`config.mk`:
```
export PLATFORM = sky130hd
export DESIGN_NAME = tagged_dispatcher_flat
export DESIGN_NICKNAME = d
export VERILOG_FILES = /design/src/rtl/tagged_dispatcher_pkg.sv /design/src/rtl/tagged_dispatcher_if.sv /design/src/rtl/tagged_dispatcher_fifo.sv /design/src/rtl/tagged_dispatcher.sv /design/src/flat_wrapper.sv
export SDC_FILE = /design/constraint.sdc
export NUM_CORES = 1
export LEC_CHECK = 0
export ABC_CLOCK_PERIOD_IN_PS = 2500
export CORE_ASPECT_RATIO = 0.7
export CORE_MARGIN = 2
export CORE_UTILIZATION = 42
export DETAILED_ROUTE_END_ITERATION = 8
export PLACE_DENSITY = 0.65
export SYNTH_ARGS = -nofsm -noshare
export SYNTH_HDL_FRONTEND = slang
export SYNTH_SLANG_ARGS = --single-unit
export TNS_END_PERCENT = 100
```
`constraint.sdc`:
```
create_clock -name clk -period 2.5 [get_ports clk]
set_clock_uncertainty 0.2 [all_clocks]
set_input_delay 0.5 -clock clk [delete_from_list [all_inputs] [get_ports clk]]
set_output_delay 0.5 -clock clk [all_outputs]
set_load 0.1 [all_outputs]
```
`src/rtl/tagged_dispatcher_pkg.sv`:
```
// Shared sizing for the tagged dispatcher and the merge that drains its channels.
package tagged_dispatcher_pkg;

  localparam int unsigned DEF_NUM_FIFOS = 4;
  localparam int unsigned DEF_WIDTH     = 8;
  localparam int unsigned DEF_DEPTH     = 4;

  // Tag width for n channels, never narrower than one bit.
  function automatic int unsigned tag_width(input int unsigned n);
    return (n > 1) ? $clog2(n) : 1;
  endfunction

  localparam int unsigned DEF_TAGWIDTH = tag_width(DEF_NUM_FIFOS);

endpackage

```
`src/rtl/tagged_dispatcher_if.sv`:
```
// Tagged input stream, per-channel pop and per-channel head/status outputs.
interface tagged_dispatcher_if #(
  parameter int unsigned NUM_FIFOS = 4,
  parameter int unsigned WIDTH     = 8,
  parameter int unsigned TAGWIDTH  = 2
);
  logic                       in_vld;
  logic [WIDTH-1:0]           in_data;
  logic [TAGWIDTH-1:0]        in_tag;
  logic                       in_rdy;
  logic [NUM_FIFOS-1:0]       pop;
  logic [NUM_FIFOS*WIDTH-1:0] flat_data_out;
  logic [NUM_FIFOS-1:0]       empty;
  logic [NUM_FIFOS-1:0]       full;
  logic                       err;

  modport master (
    output in_vld, in_data, in_tag, pop,
    input  in_rdy, flat_data_out, empty, full, err
  );

  modport slave (
    input  in_vld, in_data, in_tag, pop,
    output in_rdy, flat_data_out, empty, full, err
  );
endinterface

```
`src/rtl/tagged_dispatcher_fifo.sv`:
```
// Circular-pointer FIFO for one destination channel; head word shown combinationally.
module tagged_dispatcher_fifo #(
  parameter int unsigned WIDTH = 8,
  parameter int unsigned DEPTH = 4
) (
  input  logic             clk,
  input  logic             rst,
  input  logic             push,
  input  logic             pop,
  input  logic [WIDTH-1:0] din,
  output logic [WIDTH-1:0] dout,
  output logic             empty,
  output logic             full
);
  localparam int unsigned AW = (DEPTH > 1) ? $clog2(DEPTH) : 1;
  localparam int unsigned CW = $clog2(DEPTH + 1);

  logic [WIDTH-1:0] mem [DEPTH];
  logic [AW-1:0]    wr_ptr;
  logic [AW-1:0]    rd_ptr;
  logic [CW-1:0]    count;

  function automatic logic [AW-1:0] next_ptr(input logic [AW-1:0] p);
    return (p == AW'(DEPTH - 1)) ? '0 : p + AW'(1);
  endfunction

  always_ff @(posedge clk) begin
    if (push) mem[wr_ptr] <= din;
  end

  always_ff @(posedge clk) begin
    if (rst) begin
      wr_ptr <= '0;
      rd_ptr <= '0;
      count  <= '0;
    end else begin
      if (push) wr_ptr <= next_ptr(wr_ptr);
      if (pop)  rd_ptr <= next_ptr(rd_ptr);
      case ({push, pop})
        2'b10:   count <= count + CW'(1);
        2'b01:   count <= count - CW'(1);
        default: count <= count;
      endcase
    end
  end

  assign dout  = mem[rd_ptr];
  assign empty = (count == '0);
  assign full  = (count == CW'(DEPTH));
endmodule

```
`src/rtl/tagged_dispatcher.sv`:
```
// Steers a tagged word stream through a one-entry stage into per-tag channel FIFOs.
module tagged_dispatcher
  import tagged_dispatcher_pkg::*;
#(
  parameter int unsigned NUM_FIFOS = DEF_NUM_FIFOS,
  parameter int unsigned WIDTH     = DEF_WIDTH,
  parameter int unsigned DEPTH     = DEF_DEPTH,
  parameter int unsigned TAGWIDTH  = tag_width(NUM_FIFOS)
) (
  input logic                clk,
  input logic                rst,
  tagged_dispatcher_if.slave bus
);
  logic                       stg_vld;
  logic [WIDTH-1:0]           stg_data;
  logic [TAGWIDTH-1:0]        stg_tag;
  logic                       err;
  logic                       out_of_range;
  logic                       tag_full;
  logic                       drain;
  logic                       accept;
  logic                       in_rdy;
  logic                       pop_err;
  logic [NUM_FIFOS-1:0]       fifo_push;
  logic [NUM_FIFOS-1:0]       fifo_pop;
  logic [NUM_FIFOS-1:0]       empty;
  logic [NUM_FIFOS-1:0]       full;
  logic [WIDTH-1:0]           head [NUM_FIFOS];
  logic [NUM_FIFOS*WIDTH-1:0] flat;

  // Stage drain decision uses full as registered, so a same-cycle pop never feeds a push.
  always_comb begin
    out_of_range = (32'(stg_tag) >= 32'(NUM_FIFOS));
    tag_full     = 1'b0;
    fifo_push    = '0;
    for (int i = 0; i < NUM_FIFOS; i++) begin
      if (stg_tag == TAGWIDTH'(i)) tag_full = full[i];
    end
    drain = stg_vld & (out_of_range | ~tag_full);
    for (int i = 0; i < NUM_FIFOS; i++) begin
      fifo_push[i] = drain & (stg_tag == TAGWIDTH'(i));
    end
    in_rdy   = ~rst & (~stg_vld | drain);
    accept   = bus.in_vld & in_rdy;
    fifo_pop = bus.pop & ~empty;
    pop_err  = |(bus.pop & empty);
  end

  always_ff @(posedge clk) begin
    if (rst) begin
      stg_vld  <= 1'b0;
      stg_data <= '0;
      stg_tag  <= '0;
      err      <= 1'b0;
    end else begin
      if (accept) begin
        stg_vld  <= 1'b1;
        stg_data <= bus.in_data;
        stg_tag  <= bus.in_tag;
      end else if (drain) begin
        stg_vld  <= 1'b0;
      end
      if ((drain & out_of_range) | pop_err) err <= 1'b1;
    end
  end

  for (genvar i = 0; i < NUM_FIFOS; i++) begin : g_chan
    tagged_dispatcher_fifo #(
      .WIDTH (WIDTH),
      .DEPTH (DEPTH)
    ) u_fifo (
      .clk   (clk),
      .rst   (rst),
      .push  (fifo_push[i]),
      .pop   (fifo_pop[i]),
      .din   (stg_data),
      .dout  (head[i]),
      .empty (empty[i]),
      .full  (full[i])
    );
  end

  always_comb begin
    flat = '0;
    for (int i = 0; i < NUM_FIFOS; i++) flat[i*WIDTH +: WIDTH] = head[i];
  end

  assign bus.in_rdy        = in_rdy;
  assign bus.flat_data_out = flat;
  assign bus.empty         = empty;
  assign bus.full          = full;
  assign bus.err           = err;
endmodule

```
`src/flat_wrapper.sv`:
```
// flat-port wrapper written by rule: the top's interface ports become plain ports
module tagged_dispatcher_flat import tagged_dispatcher_pkg::*;
#(
  parameter int unsigned NUM_FIFOS = DEF_NUM_FIFOS,
  parameter int unsigned WIDTH     = DEF_WIDTH,
  parameter int unsigned DEPTH     = DEF_DEPTH,
  parameter int unsigned TAGWIDTH  = tag_width(NUM_FIFOS)
)
  (clk, rst, bus_in_vld, bus_in_data, bus_in_tag, bus_pop, bus_in_rdy, bus_flat_data_out, bus_empty, bus_full, bus_err);
  tagged_dispatcher_if #(.NUM_FIFOS(NUM_FIFOS), .WIDTH(WIDTH), .TAGWIDTH(TAGWIDTH)) bus_i ();
  input logic clk;
  input logic rst;
  input wire logic [$bits(bus_i.in_vld)-1:0] bus_in_vld;
  input wire logic [$bits(bus_i.in_data)-1:0] bus_in_data;
  input wire logic [$bits(bus_i.in_tag)-1:0] bus_in_tag;
  input wire logic [$bits(bus_i.pop)-1:0] bus_pop;
  output wire logic [$bits(bus_i.in_rdy)-1:0] bus_in_rdy;
  output wire logic [$bits(bus_i.flat_data_out)-1:0] bus_flat_data_out;
  output wire logic [$bits(bus_i.empty)-1:0] bus_empty;
  output wire logic [$bits(bus_i.full)-1:0] bus_full;
  output wire logic [$bits(bus_i.err)-1:0] bus_err;
  assign bus_i.in_vld = bus_in_vld;
  assign bus_i.in_data = bus_in_data;
  assign bus_i.in_tag = bus_in_tag;
  assign bus_i.pop = bus_pop;
  assign bus_in_rdy = bus_i.in_rdy;
  assign bus_flat_data_out = bus_i.flat_data_out;
  assign bus_empty = bus_i.empty;
  assign bus_full = bus_i.full;
  assign bus_err = bus_i.err;
  tagged_dispatcher #(.NUM_FIFOS(NUM_FIFOS), .WIDTH(WIDTH), .DEPTH(DEPTH), .TAGWIDTH(TAGWIDTH)) u_core (.clk(clk), .rst(rst), .bus(bus_i));
endmodule
```
# Word level (Yosys, flattened, before mapping)
# Memory sizes are Yosys's and may differ from the RTL's. A register that Yosys moved wholly into a read port is not among the register bits.
# Cells that the tools add are included.
totals:
  mem_bits_rw: 128
  out_inout_bits: 42
  word_cells: 118
  reg_bits: 40
  inputBits: 17
  mem_count: 4
classes:
  n_mux: 34
  bitwise_logic: 14
  reduce_logical: 11
  addsub: 16
  eq_ne: 23
mem_list:
  columns: ["memory", "words", "word_bits", "read_ports", "rd_clocked_by_memory_dff", "write_ports", "line_no", "text"]
  rows:
  - ["u_core.g_chan[0].u_fifo.mem", 4, 8, 1, 1, 1, "tagged_dispatcher_fifo.sv:18", "logic [WIDTH-1:0] mem [DEPTH];"]
  - ["u_core.g_chan[1].u_fifo.mem", 4, 8, 1, 1, 1, "tagged_dispatcher_fifo.sv:18", null]
  - ["u_core.g_chan[2].u_fifo.mem", 4, 8, 1, 1, 1, "tagged_dispatcher_fifo.sv:18", null]
  - ["u_core.g_chan[3].u_fifo.mem", 4, 8, 1, 1, 1, "tagged_dispatcher_fifo.sv:18", null]
ops:
  columns: ["operator", "count"]
  rows:
  - ["two-way mux 2 bit", 16]
  - ["== test 2 bit, second input constant", 14]
  - ["one-hot mux 3 bit (2 select lines)", 4]
  - ["adder 2 x 1 -> 2 bit, second input constant", 8]
  - ["two-way mux 1 bit", 14]
  - ["adder 3 x 1 -> 3 bit, second input constant", 4]
  - ["== test 3 bit, second input constant", 4]
  - ["zero test 3 bit", 4]
  - ["subtractor 3 x 1 -> 3 bit, second input constant", 4]
  - ["== test 2 x 1 -> 1 bit, second input constant", 5]
  - ["nonzero test 2 bit", 5]
  - ["AND 4 bit", 2]
  - ["AND 1 bit", 7]
  - ["inverter 4 bit", 1]
  - ["OR reduction 4 bit", 1]
  - ["inverter 1 bit", 3]
  - ["zero test 2 bit", 1]
  - ["OR 1 bit", 1]

# Depth between registers and ports, before layout
# Gate-level depths: netlist (run 1).
logic_depth:
  depth_word: 11
  ltp_mapped: 11
  mapped_depth_nobuf: 11

# By module
# A second synthesis (run 1) with hierarchy kept.
unflattened:
  hier_cells: 425
  area_unflattened_um2: 7049.3
by_module_without_submodules:
  columns: ["module", "cells_per_inst", "seq_area_each_um2", "instances", "area_per_inst_um2"]
  rows:
  - ["tagged_dispatcher_fifo", 90, 1141.1, 4, 1605.3]
  - ["tagged_dispatcher", 65, 240.2, 1, 628.1]

# Worst setup path before layout (run 1)
# Ideal clock, no wire load.
synth_timing:
  kind: "reg-to-output"
  start: "register u_core.g_chan[3].u_fifo.count[0]"
  end: "output port bus_in_rdy"
  n_path_buf: 0
  t_arrival_ps: 2613
  path_stages_with_launch: 5
  t_required_ps: 1800
  setup_slack_ps: -813
  cell_sequence: "dfxtp_1 > or3b_1 > inv_1 > mux4_2 > a21oi_1"
synth_via:
  elab_chain_cells: 6
synth_lines:
  columns: ["element", "line_no", "text"]
  rows:
  - ["start, declared", "tagged_dispatcher_fifo.sv:21", "logic [CW-1:0] count;"]
  - ["start signal, assigned", "tagged_dispatcher_fifo.sv:40", "2'b10: count <= count + CW'(1);"]
  - ["start signal, assigned", "tagged_dispatcher_fifo.sv:41", "2'b01: count <= count - CW'(1);"]
  - ["start signal, assigned", "tagged_dispatcher_fifo.sv:42", "default: count <= count;"]
  - ["== test 3 bit", "tagged_dispatcher_fifo.sv:49", "assign full = (count == CW'(DEPTH));"]
  - ["named net u_core.g_chan[3].u_fifo.full", "tagged_dispatcher_fifo.sv:13", "output logic full"]
  - ["two-way mux 1 bit", "tagged_dispatcher.sv:37", "if (stg_tag == TAGWIDTH'(i)) tag_full = full[i];"]
  - ["inverter 1 bit", "tagged_dispatcher.sv:39", "drain = stg_vld & (out_of_range | ~tag_full);"]
  - ["AND 1 bit", "tagged_dispatcher.sv:39", null]
  - ["OR 1 bit", "tagged_dispatcher.sv:43", "in_rdy = ~rst & (~stg_vld | drain);"]
  - ["AND 1 bit", "tagged_dispatcher.sv:43", null]
  - ["end, declared", "flat_wrapper.sv:17", "output wire logic [$bits(bus_i.in_rdy)-1:0] bus_in_rdy;"]
# The timed path passes the listed nets, and every way through them passes these cells.

# Worst setup path in the final report (run 1)
layout_timing:
  start: "register u_core.g_chan[3].u_fifo.count[2]"
  end: "register u_core.g_chan[1].u_fifo.count[2]"
layout_via:
  elab_chain_cells: 7
  elab_cells_between_ends: 9
  classes_between: "eq/ne (3); mux (2); bitwise (3); reduce/logical (1)"
layout_lines:
  columns: ["element", "line_no", "text"]
  rows:
  - ["== test 3 bit *", "tagged_dispatcher_fifo.sv:49", null]
  - ["two-way mux 1 bit *", "tagged_dispatcher.sv:37", null]
  - ["inverter 1 bit *", "tagged_dispatcher.sv:39", null]
  - ["AND 1 bit *", "tagged_dispatcher.sv:39", null]
  - ["AND 1 bit *", "tagged_dispatcher.sv:41", "fifo_push[i] = drain & (stg_tag == TAGWIDTH'(i));"]
  - ["== test 2 x 1 -> 1 bit or == test 2 bit (tied branches)", "tagged_dispatcher_fifo.sv:39", "case ({push, pop})"]
  - ["one-hot mux 3 bit (2 select lines) or nonzero test 2 bit (tied branches)", null, null]
  - ["end signal, assigned", "tagged_dispatcher_fifo.sv:40", null]
  - ["end signal, assigned", "tagged_dispatcher_fifo.sv:41", null]
  - ["end signal, assigned", "tagged_dispatcher_fifo.sv:42", null]
  - ["end, declared", "tagged_dispatcher_fifo.sv:21", null]
# Every way passes the cells marked *; elsewhere a longest branch is shown, timed or not.
# A chain may end at the register's enable or synchronous reset.

==> flow_summary.toml, run 1 <==
[outcome]
status = "finished with violations"
violations = "negative setup slack"

[worst_setup_path]
r2r_setup_slack_ns = -0.35
max_stage_delay_ns = 0.49
crit_buf_inv = 5
cp_slowest_cell = "mux4_2"
r2r_cells = 13
critPathKind = "reg2reg"
crit_family = "simple AND/OR/NAND/NOR gates"
crit_path_start_kind = "register"
cp.required_ns = 2.65
cpMostUsedCell = "inv_2"
r2r-end = "u_core.g_chan[1].u_fifo.count[2]$_SDFFE_PP0P_"
endpoint_kind = "register"
crit_path_cell_trace = "or3b_4, inv_2, mux4_2, buf_4, buf_6, nor3_4, inv_2, ha_4, inv_2, fa_2, xor2_1, or3_1, a21oi_2"
arrival_ns = 3.00
crit_fanout = 2
rr_startpoint = "u_core.g_chan[3].u_fifo.count[2]$_SDFFE_PP0P_"

[clocking]
clock-sinks = 176
clock_latency_ns = 0.42
cts_buffer_depth = 2
hold_buffers = 0
clk_pin_slew_ns = 0.07
cts_tree = "done"
htree_levels = 4
cts_buffers = 17
cts_root_buffer = "clkbuf_16"

[layout]
final_cell_mix = "128 x edfxtp_1, 45 x buf_4, 41 x buf_12, 40 x dfxtp_1, 34 x mux4_2"
regArea_sq_um = 4810
final_nets = 608
final_cells = 801
drive_gt1_frac = 0.347
syn2layout_area_growth_pct = 31.2
multiInputGateArea_sq_um = 2210
fill_cells = 1308
antennaDiodeCount = 0
utilization = 0.570
final_common_cell = "edfxtp_1"

[sta]
maxSlewViolCount = 0
worstMarginPinSlew_ns = 0.763
setup_tns_ns = -1.99
setup_ws_ns = -0.351
hold_viol = 0
period_needed_ns = 2.85
period_share = 1.14
relSlewSlack = 0.490
grt_setup_unrepaired = "true"
fmax_mhz = 351
finalSetupViolations = 9

[floorplanning]
start_util = 0.435
die-area_sq_um = 18100
io_pins = 59
die_h_microns = 113
dieWidth_microns = 160
coreArea_sq_um = 16500
num_rows = 39

[routing]
route.detailed.drc = 0
vias = 4049
post_drt_wl_per_cell_microns = 17.8
drt_iter0_drc = 196
ant_nets = 0
dr.pass1.iters = 5
vias_per_cell = 5.05
routed_wl_mm = 14.3

[hold_path]
hold_end = "u_core.g_chan[3].u_fifo.wr_ptr[1]$_SDFFE_PP0P_"
hold_start = "u_core.g_chan[3].u_fifo.wr_ptr[1]$_SDFFE_PP0P_"
hp-class = "reg2reg"
hold-path-cell-count = 2

[synthesis]
syn_avg_cell_area_sq_um = 15.5
yosysTopAreaCell = "edfxtp_1"
syn-num-nets = 508
ys_types = 30
yosys_warnings = 0
synth-seq-cells = 176
synthTopCellsByArea = "edfxtp_1 54%, dfxtp_1 13%, mux4_2 11%, ha_1 4.2%, mux2i_1 2.0%"
synth_cells = 463
async_flop_share = 0
synth_top_cell_area_share = 0.536
ys_seq_area_frac = 0.670
synthFlopType = "edfxtp_1"
synth-edff-count = 128
netlist_area_sq_um = 7170

[global_routing]
grt_use_total = 0.165
grt_overflow = 0
grt_pass1_wl_mm = 22.4
antenna_found_initial = 0
grt_max_degree = 31
grt_pass1_vias = 4266

[power]
ir_drop_mv = 0.561
power.share.sequential = 0.436
p_switching_mw = 2.33
combPwrFrac = 0.228
pwr-share-clk = 0.336
p_leak_nw = 3.48
p_int_mw = 5.35
powerDensity_nw_per_um2 = 816
p_sw_frac = 0.303

[run]
drv_cap = 0

[placed_design]
pre_cts_ws_ns = -0.304
dp.cells = 760
dpl.hpwl_mm = 9.49
routabilityCongestion = 0.744
io_buffers = 58
==> registers in the layout (all words and copies together) (netlist names), named ones only <==
| signal | flops |
|---|---|
| u_core.bus.err | 1 |
| u_core.stg_tag | 2 |
| u_core.stg_data | 8 |
| u_core.g_chan.u_fifo.mem | 128 |
| u_core.stg_vld | 1 |
| u_core.g_chan.u_fifo.rd_ptr | 8 |
| u_core.g_chan.u_fifo.count | 12 |
| u_core.g_chan.u_fifo.wr_ptr | 8 |
==> timing repair <==
action | in CTS | in global routing
endpoints found under the setup margin | 9 | 19
pin swaps | 7 | 13
resized for setup | 24 | 19
setup buffers | 3 | 6
==> through the flow <==
step | instance area (sq um) | hold slack, ns | total power [mW]
5_1_grt | 9400 | 0.370 | 7.95
3_3_place_gp | 8630 | 0.309 | 5.04
2_1_floorplan | 7200 | 0.267 | 4.47
3_5_place_dp | 8630 | 0.325 | 5.08
4_1_cts | 9290 | 0.339 | 7.69
6_report | 9400 | 0.340 | 7.68
==> worst max-delay path by stage <==
stage,startpoint,endpoint,slack (ns),cells past startpoint
2_1_floorplan,u_core.g_chan[1].u_fifo.count[1]$_SDFFE_PP0P_,u_core.g_chan[3].u_fifo.count[2]$_SDFFE_PP0P_,-0.18,11
3_3_place_gp,u_core.g_chan[3].u_fifo.count[1]$_SDFFE_PP0P_,u_core.g_chan[2].u_fifo.count[2]$_SDFFE_PP0P_,-0.22,11
3_5_place_dp,u_core.g_chan[3].u_fifo.count[1]$_SDFFE_PP0P_,u_core.g_chan[1].u_fifo.count[2]$_SDFFE_PP0P_,-0.30,11
4_1_cts,u_core.g_chan[3].u_fifo.count[2]$_SDFFE_PP0P_,bus_in_rdy,-0.29,6
5_1_grt,u_core.g_chan[3].u_fifo.count[2]$_SDFFE_PP0P_,u_core.g_chan[1].u_fifo.count[2]$_SDFFE_PP0P_,-0.43,13
6_report,u_core.g_chan[3].u_fifo.count[2]$_SDFFE_PP0P_,u_core.g_chan[1].u_fifo.count[2]$_SDFFE_PP0P_,-0.35,13
==> area by class of cell <==
class / instances / share of cell area
clock buffers: 17 / 0.0452
clock inverters: 15 / 0.0158
inverters: 34 / 0.0136
multi-input cells: 225 / 0.235
flip-flops and latches: 176 / 0.512
well taps: 225 / 0.0299
repair buffers: 109 / 0.149
==> per-layer routing <==
metal	GRT usage	share of wire
met1	0.210	0.41
met2	0.285	0.51
met3	0.0348	0.059
met4	0.0559	0.015
met5	0	0
==> logic make-up after synthesis <==
group,synth area share
xor+xnor,0.00977
flops,0.670
buf+inv,0.0394
simple gates,0.0688
compound gates,0.0325
mux,0.126
fa+ha+maj,0.0531
==> synth_stat cells (all sizes together) (4+ instances only) <==
library cell and n:
edfxtp 128, dfxtp 48, inv 34, mux4 34
nor2 26, nand2 25, ha 24, a21oi 18
and3 17, buf 16, mux2i 14, nor3 13
clkbuf 12, o21ai 9, o31ai 9, nand3 8
xor2 8, fa 4, or3 4, or3b 4
==> power by group through the flow <==
| stage | clock network (mW) | logic, mW | registers [mW] |
|---|---|---|---|
| 4_1_cts | 2.63 | 1.71 | 3.35 |
| 5_1_grt | 2.75 | 1.83 | 3.36 |
| 3_5_place_dp | 0 | 1.67 | 3.41 |
| 6_report | 2.58 | 1.75 | 3.35 |
| 3_3_place_gp | 0 | 1.64 | 3.40 |
| 2_1_floorplan | 0 | 1.09 | 3.38 |
==> worst min-delay path, cell delays in order, from the launching register on <==
cell and delay (ns):
dfxtp_1 0.34, o21ai_0 0.09, a21oi_1 0.07
No activity file was read; power rests on OpenSTA's default activity.
==> run 2: changes to the inputs <==
- PLACE_DENSITY: 0.65 -> default
- PLACE_DENSITY_LB_ADDON: default -> 0.2
==> flow_summary.toml, run 2 (synthesis results as in run 1) <==
[outcome]
status = "finished with violations"
violations = "negative setup slack"

[floorplanning]
start_util = 0.435
die-area_sq_um = 18100
dieWidth_microns = 160
num_rows = 39
coreArea_sq_um = 16500
die_h_microns = 113
io_pins = 59

[clocking]
cts_buffers = 17
hold_buffers = 0
htree_levels = 4
cts_root_buffer = "clkbuf_16"
clock-sinks = 176
cts_buffer_depth = 2
clk_pin_slew_ns = 0.07
cts_tree = "done"
clock_latency_ns = 0.41

[power]
ir_drop_mv = 0.495
total_power_mw = 7.58
powerDensity_nw_per_um2 = 802
p_leak_nw = 3.51

[worst_setup_path]
rr_startpoint = "u_core.g_chan[3].u_fifo.count[2]$_SDFFE_PP0P_"
arrival_ns = 2.12
r2r-end = "u_core.g_chan[1].u_fifo.wr_ptr[0]$_SDFFE_PP0P_"
cp_slowest_cell = "mux4_2"
cp.required_ns = 1.80
crit_path_start_kind = "register"
max_stage_delay_ns = 0.59
endpoint_kind = "output port"
r2r_setup_slack_ns = -0.32
crit_fanout = 7
r2r_cells = 14
critPathKind = "reg2out"
crit_path_cell_trace = "or3b_4, inv_2, mux4_2, buf_6, a21oi_4, buf_12"

[sta]
grt_setup_unrepaired = "true"
worstMarginPinSlew_ns = 0.718
period_needed_ns = 2.82
fmax_mhz = 354
relSlewSlack = 0.521
maxSlewViolCount = 0
setup_ws_ns = -0.323
finalSetupViolations = 11
hold_viol = 0
setup_tns_ns = -2.78
period_share = 1.13

[layout]
antennaDiodeCount = 0
stdcell_area_sq_um = 9450
final_cell_mix = "128 x edfxtp_1, 58 x buf_4, 41 x buf_12, 40 x dfxtp_1, 34 x mux4_2"
final_nets = 617
top_register = "u_core.g_chan.u_fifo.mem"
final_common_cell = "edfxtp_1"
final_cells = 810
drive_gt1_frac = 0.361
reg_top3 = "u_core.g_chan.u_fifo.mem: 128 flops, u_core.g_chan.u_fifo.count: 12 flops"
syn2layout_area_growth_pct = 31.8
utilization = 0.573
largest_reg_flops = 128

[hold_path]
hold-path-cell-count = 2
hold_end = "u_core.g_chan[3].u_fifo.wr_ptr[1]$_SDFFE_PP0P_"
hold_start = "u_core.g_chan[3].u_fifo.wr_ptr[1]$_SDFFE_PP0P_"
hp-class = "reg2reg"

[global_routing]
grt_pass1_vias = 4114
grt_pass1_wl_mm = 22.1
grt_max_degree = 25
grt_overflow = 0
antenna_found_initial = 0
grt_use_total = 0.161

[routing]
post_drt_wl_per_cell_microns = 16.8
ant_nets = 0
routed_wl_mm = 13.6
vias_per_cell = 4.98
dr.pass1.iters = 4
route.detailed.drc = 0
drt_iter0_drc = 137
vias = 4033

[run]
drv_cap = 0

[placed_design]
io_buffers = 58
dpl.hpwl_mm = 9.04
routabilityCongestion = 0.792
dp.cells = 762
dpl_cell_area_sq_um = 8640
[run 2: changes by cell type in the layout (fill, tap and decap cells not counted), sizes merged]
cell	change
clkinv	+3
clkbuf	+2
buf	+9
inv	-5
[run 2: worst max-delay path by stage]
stage	startpoint	endpoint	slack, ns
floorplan	u_core.g_chan[1].u_fifo.count[1]$_SDFFE_PP0P_	u_core.g_chan[3].u_fifo.count[2]$_SDFFE_PP0P_	-0.18
global placement	u_core.g_chan[3].u_fifo.count[1]$_SDFFE_PP0P_	u_core.g_chan[2].u_fifo.count[2]$_SDFFE_PP0P_	-0.24
detailed placement	u_core.g_chan[3].u_fifo.count[1]$_SDFFE_PP0P_	u_core.g_chan[1].u_fifo.count[2]$_SDFFE_PP0P_	-0.35
CTS	u_core.g_chan[3].u_fifo.count[2]$_SDFFE_PP0P_	bus_in_rdy	-0.31
global route	u_core.g_chan[3].u_fifo.count[2]$_SDFFE_PP0P_	u_core.g_chan[1].u_fifo.count[2]$_SDFFE_PP0P_	-0.40
finish	u_core.g_chan[3].u_fifo.count[2]$_SDFFE_PP0P_	bus_in_rdy	-0.32
[run 2: final cells by class]
type	count	area, sq um
clock buffer	19	433
clock inverter	13	130
fill	1305	7040
inverter	34	128
multi-input combinational	225	2210
sequential	176	4810
tap	225	282
timing repair buffer	118	1450
[run 2: metrics by stage]
stage,hold WS [ns],setup slack (ns)
final,0.331,-0.323
after global routing,0.362,-0.401
after CTS,0.330,-0.314
after detailed placement,0.321,-0.346
after global placement,0.310,-0.243
after floorplan,0.267,-0.178
[run 2: where the power goes]
part	switching, mW	internal (mW)	total, mW
Sequential	0.104	3.24	3.34
Clock	1.10	1.39	2.49
Combinational	1.04	0.697	1.74
Total	2.24	5.33	7.58
[run 2: critical path: cells and delay by family (launching register included)]
| kind | cells | cell delay [ns] |
|---|---|---|
| AO/OA/AOI/OAI | 1 | 0.15 |
| buffers and inverters | 3 | 0.40 |
| AND/OR/NAND/NOR | 1 | 0.25 |
| multiplexers | 1 | 0.59 |
| flip-flops | 1 | 0.33 |
[run 2: repair_timing]
item	CTS	global route
resized for setup	15	26
pin swaps	7	6
endpoints found under the setup margin	9	14
gates cloned	0	0
setup buffers	12	4
[run 2: per-layer routing]
metal | share of wire | vias up | GRT usage
li1 | - | 1928 | -
met1 | 0.46 | 2020 | 0.215
met2 | 0.50 | 71 | 0.267
met3 | 0.036 | 14 | 0.0315
met4 | 0.011 | 0 | 0.0535
met5 | 0 | - | 0
